<file path="src/rtl/reg_dump_scanner.sv">
// Sweeps the register-file debug read port over R0..R(NUM_REGS-1) and streams each word out on valid/ready.
// Optional checksum word enabled by defining REG_DUMP_CHECKSUM_EN.
module reg_dump_scanner #(
  parameter int NUM_REGS = 15,
  parameter int ADDR_W   = 4,
  parameter int DATA_W   = 32
) (
  input  logic              i_clk,
  input  logic              i_rst,
  input  logic              i_start,
  output logic [ADDR_W-1:0] o_a4,
  input  logic [DATA_W-1:0] i_rd4,
  output logic [DATA_W-1:0] o_dout,
  output logic [ADDR_W-1:0] o_dout_idx,
  output logic              o_dout_valid,
  input  logic              i_dout_ready,
  output logic              o_busy,
  output logic              o_done
);

`ifdef REG_DUMP_CHECKSUM_EN
  typedef enum logic [2:0] {S_IDLE, S_FETCH, S_SEND, S_CSUM, S_FIN} state_t;
  logic [DATA_W-1:0] r_csum;
`else
  typedef enum logic [2:0] {S_IDLE, S_FETCH, S_SEND, S_FIN} state_t;
`endif

  state_t            r_state, w_next;
  logic [ADDR_W-1:0] r_a4, r_idx, r_dout_idx;
  logic [DATA_W-1:0] r_dout;
  logic              r_valid;
  logic              w_last;

  assign w_last = (r_idx == ADDR_W'(NUM_REGS-1));

  always_ff @(posedge i_clk or posedge i_rst) begin
    if (i_rst) r_state <= S_IDLE;
    else       r_state <= w_next;
  end

  always_comb begin
    w_next = r_state;
    case (r_state)
      S_IDLE:  if (i_start) w_next = S_FETCH;
      S_FETCH: w_next = S_SEND;
      S_SEND:
        if (i_dout_ready) begin
`ifdef REG_DUMP_CHECKSUM_EN
          w_next = w_last ? S_CSUM : S_FETCH;
`else
          w_next = w_last ? S_FIN : S_FETCH;
`endif
        end
`ifdef REG_DUMP_CHECKSUM_EN
      S_CSUM:  if (r_valid && i_dout_ready) w_next = S_FIN;
`endif
      S_FIN:   w_next = S_IDLE;
      default: w_next = S_IDLE;
    endcase
  end

  always_ff @(posedge i_clk or posedge i_rst) begin
    if (i_rst) begin
      r_a4       <= '0;
      r_idx      <= '0;
      r_dout     <= '0;
      r_dout_idx <= '0;
      r_valid    <= 1'b0;
`ifdef REG_DUMP_CHECKSUM_EN
      r_csum     <= '0;
`endif
    end else begin
      case (r_state)
        S_IDLE:
          if (i_start) begin
            r_a4  <= '0;
            r_idx <= '0;
`ifdef REG_DUMP_CHECKSUM_EN
            r_csum <= '0;
`endif
          end
        // A4 has been stable a whole cycle, so RD4 is settled here.
        S_FETCH: begin
          r_dout     <= i_rd4;
          r_dout_idx <= r_idx;
          r_valid    <= 1'b1;
`ifdef REG_DUMP_CHECKSUM_EN
          r_csum     <= r_csum ^ i_rd4;
`endif
        end
        S_SEND:
          if (i_dout_ready) begin
            r_valid <= 1'b0;
            if (!w_last) begin
              r_idx <= r_idx + ADDR_W'(1);
              r_a4  <= r_idx + ADDR_W'(1);
            end
          end
`ifdef REG_DUMP_CHECKSUM_EN
        // First CSUM cycle loads the word, later cycles wait for accept.
        S_CSUM:
          if (!r_valid) begin
            r_dout     <= r_csum;
            r_dout_idx <= ADDR_W'(NUM_REGS);
            r_valid    <= 1'b1;
          end else if (i_dout_ready) begin
            r_valid <= 1'b0;
          end
`endif
        default: ;
      endcase
    end
  end

  assign o_a4         = r_a4;
  assign o_dout       = r_dout;
  assign o_dout_idx   = r_dout_idx;
  assign o_dout_valid = r_valid;
  assign o_busy       = (r_state != S_IDLE);
  assign o_done       = (r_state == S_FIN);

endmodule
</file>
<file path="config.mk">
export PLATFORM = sky130hd
export DESIGN_NAME = reg_dump_scanner
export DESIGN_NICKNAME = d
export VERILOG_FILES = /design/src/rtl/reg_dump_scanner.sv
export SDC_FILE = /design/constraint.sdc
export NUM_CORES = 1
export LEC_CHECK = 0
export BUFFER_PORTS_ARGS = -buffer_cell sky130_fd_sc_hd__buf_2
export CAP_MARGIN = 10
export CORE_MARGIN = 4
export CORE_UTILIZATION = 45
export CTS_CLUSTER_DIAMETER = 100
export DETAILED_ROUTE_END_ITERATION = 8
export PLACE_DENSITY = 0.77
export SLEW_MARGIN = 20
export SYNTH_ARGS = -nofsm -noshare
export SYNTH_HDL_FRONTEND = slang
export SYNTH_SLANG_ARGS = --single-unit
</file>
<file path="constraint.sdc">
create_clock -name i_clk -period 2.16 [get_ports i_clk]
set_input_delay 0.432 -clock i_clk [delete_from_list [all_inputs] [get_ports i_clk]]
set_output_delay 0.432 -clock i_clk [all_outputs]
set_load 0.01 [all_outputs]
</file>
==> qor.txt <==
All-Layer GR Usage: 16.0%
Starting DRT DRC Count: 49
Routed wire length: 3670 um
Clk Latency, worst-skew pair: 280 ps
DR DRC count: 0
DPL Wire Length: 2870 um
Post-cts gate resize count: 0
Number of max-cap violations: 0
Max frequency: 590 MHz
Setup skew after layout: 3.37 ps
Post-Syn Area: 1710 um^2
Post-CTS setup buffers: 0
Top-area cell type share of the netlist area: 63.0%
Routed vias: 1,206
Mapped Nets: 153
Slew HR: 65.7%
Reg2Reg Setup Slack: 460 ps
Non-Filler Instances: 247
Routability cong.: 0.846
Final worst-path cycle share: 78.5%
Min Hold Slack: 162 ps
Drt first pass iters: 3
Min Tclk post-route: 1700 ps
Synth warn: 0
Worst Path Max Fanout: 5
PwrDens: 1400 nW/um^2
Worst min path class: input pin to async pin
CORE AREA: 3660 um^2
Htree depth: 2
Placed cells: 239
CP Data Arrival Time: 1900 ps
Synth area leader: dfrtp_1
Top Ports: 79
Initial antenna violation count: 0
Layout cells sized above 1: 58.3%
Die Wd: 69.6 um
Leak: 1.14 nW
Setup_tns: 0 ps
Clk sinks: 43
# fillers: 297
Starting Density: 46.7%
Top cells by area, synth: dfrtp_1 (63%), mux2_2 (18%), mux2_1 (5.9%)
Via density per instance: 4.88
Worst Tran Pin Value: 500 ps
Status: finished clean
Crit-path max cell delay: 500 ps
Fin util: 61.3%
Largest net degree at the start of global routing: 38
Final hold violations: 0
Mean Syn Cell Area: 14.9 um^2
Final slew viol count: 0
Setup crit end kind: flip-flop
Max Root-Sink Buffers: 2
Crit Path Class: flip-flop to flip-flop
RSZ-0062 raised after global routing: false
Final nets: 236
CTS Buf Count: 5
Number of library cell types mapped by synthesis: 24
Peak supply drop: 877 uV
Vias in the first global route: 1,372
CP max-delay cell: or4_1
GRT overflow: 0
Chip height: 69.6 um
Total Power: 3.14 mW
First-pass GRT wire length: 6100 um
Sequential fraction of the synthesis area: 63.0%
CTS tree: done
Diode count: 0
Num rows: 22
DRT antenna net count: 0
CP cell instances: inv_1, ha_1, and3_1, or4_1, o22ai_1
Worst setup SP type: flip-flop
Hold Buf Count CTS: 0
Port-buffer cells: 78
Yosys reg bits: 43
Post-Synthesis Cells: 115
Clock transition at the registers of the reported paths: 70 ps
Drt wl/cell: 14.9 um
CTS root buf: clkbuf_8
Worst EP required: 2360 ps
Final Setup Violations: 0
Area growth, synth to finish: 31.5%
Die area: 4840 um^2
-- cell type report --
cell class / count / area, um^2 / area share [%]
multi-input combinational: 63 / 601 / 26.7
clock buffer: 7 / 76.3 / 3.40
tap: 48 / 60.1 / 2.67
clock inverter: 1 / 5.00 / 0.223
sequential: 43 / 1080 / 47.9
inverter: 4 / 15.0 / 0.669
timing repair buffer: 81 / 413 / 18.4
-- kinds of logic after synthesis --
kind of cell             synth area share (%)
flip-flops                               63.0
multiplexers                             24.9
AND/OR/NAND/NOR                          4.62
AO/OA/AOI/OAI                            3.74
buffers and inverters                    2.27
adder cells (fa/ha/maj)                  1.46
-- worst max-delay path: cells and delay by family, from the launching register on --
family | cells | cell delay [ps]
adders and majority gates | 1 | 230
and+or+nand+nor | 2 | 720
buffers and inverters | 1 | 90
AOI/OAI and AO/OA | 1 | 170
DFF | 1 | 410
-- metrics by stage --
step           cell area [um^2]  worst slack [ps]
4_1_cts                    2250               464
6_report                   2250               464
5_1_grt                    2250               360
2_1_floorplan              1710               569
3_5_place_dp               2160               488
3_3_place_gp               2160               547
-- placed cells by master, fill, tap and decap left out, types with 2 or more instances in the layout --
cell type,n
a31oi_1,2
and3_1,2
buf_2,78
buf_4,3
clkbuf_1,2
clkbuf_8,5
dfrtp_1,43
ha_1,2
inv_1,4
mux2_1,9
mux2_2,27
mux2i_1,2
nand2_1,2
nor2_1,3
nor3b_1,2
o32a_1,2
-- per-layer routing --
| metal | global-route usage (%) | vias up | part of all wire [%] |
|---|---|---|---|
| met1 | 16.9 | 578 | 36 |
| met5 | 0 | - | 0 |
| met3 | 5.07 | 11 | 6.5 |
| li1 | - | 571 | - |
| met4 | 9.33 | 0 | 2.6 |
| met2 | 27.8 | 46 | 55 |
-- flip-flops by register name, indices dropped and copies added, names as in the netlist --
register	flops
r_idx	4
o_dout	32
o_dout_idx	4
r_state	2
o_dout_valid	1
-- path summary, 6_finish.rpt --
path | from | endpoint | cells after the start
max in group asynchronous | i_rst | o_dout[29] | 3
worst max register to register | r_idx[0] | r_idx[1] | 5
min in group i_clk | i_rd4[21] | o_dout[21] | 2
worst min-delay path | i_rst | r_idx[2] | 2
worst min register to register | o_dout_idx[0] | o_dout_idx[0] | 1
worst max-delay path | r_idx[0] | r_idx[1] | 5
-- synth_stat cells --
master / instances
or2_2: 1
nor3b_1: 2
inv_1: 4
a211oi_1: 1
or4_1: 1
mux2i_1: 2
a31oi_1: 2
buf_2: 4
a21oi_1: 1
nand2_1: 2
o21bai_1: 1
clkbuf_1: 1
nor2b_1: 1
mux2_2: 27
mux2_1: 9
ha_1: 2
o32a_1: 2
nand2b_1: 1
dfrtp_1: 43
nor2_1: 3
and3_1: 2
o21ai_0: 1
o22ai_1: 1
and2_1: 1
-- power by group --
| group | internal [mW] | switching (mW) | leakage, nW |
|---|---|---|---|
| sequential | 1.17 | 0.228 | 0.521 |
| clock | 0.227 | 0.241 | 0.0422 |
| combinational | 0.668 | 0.602 | 0.577 |
Power figures use the tool's default switching activity.
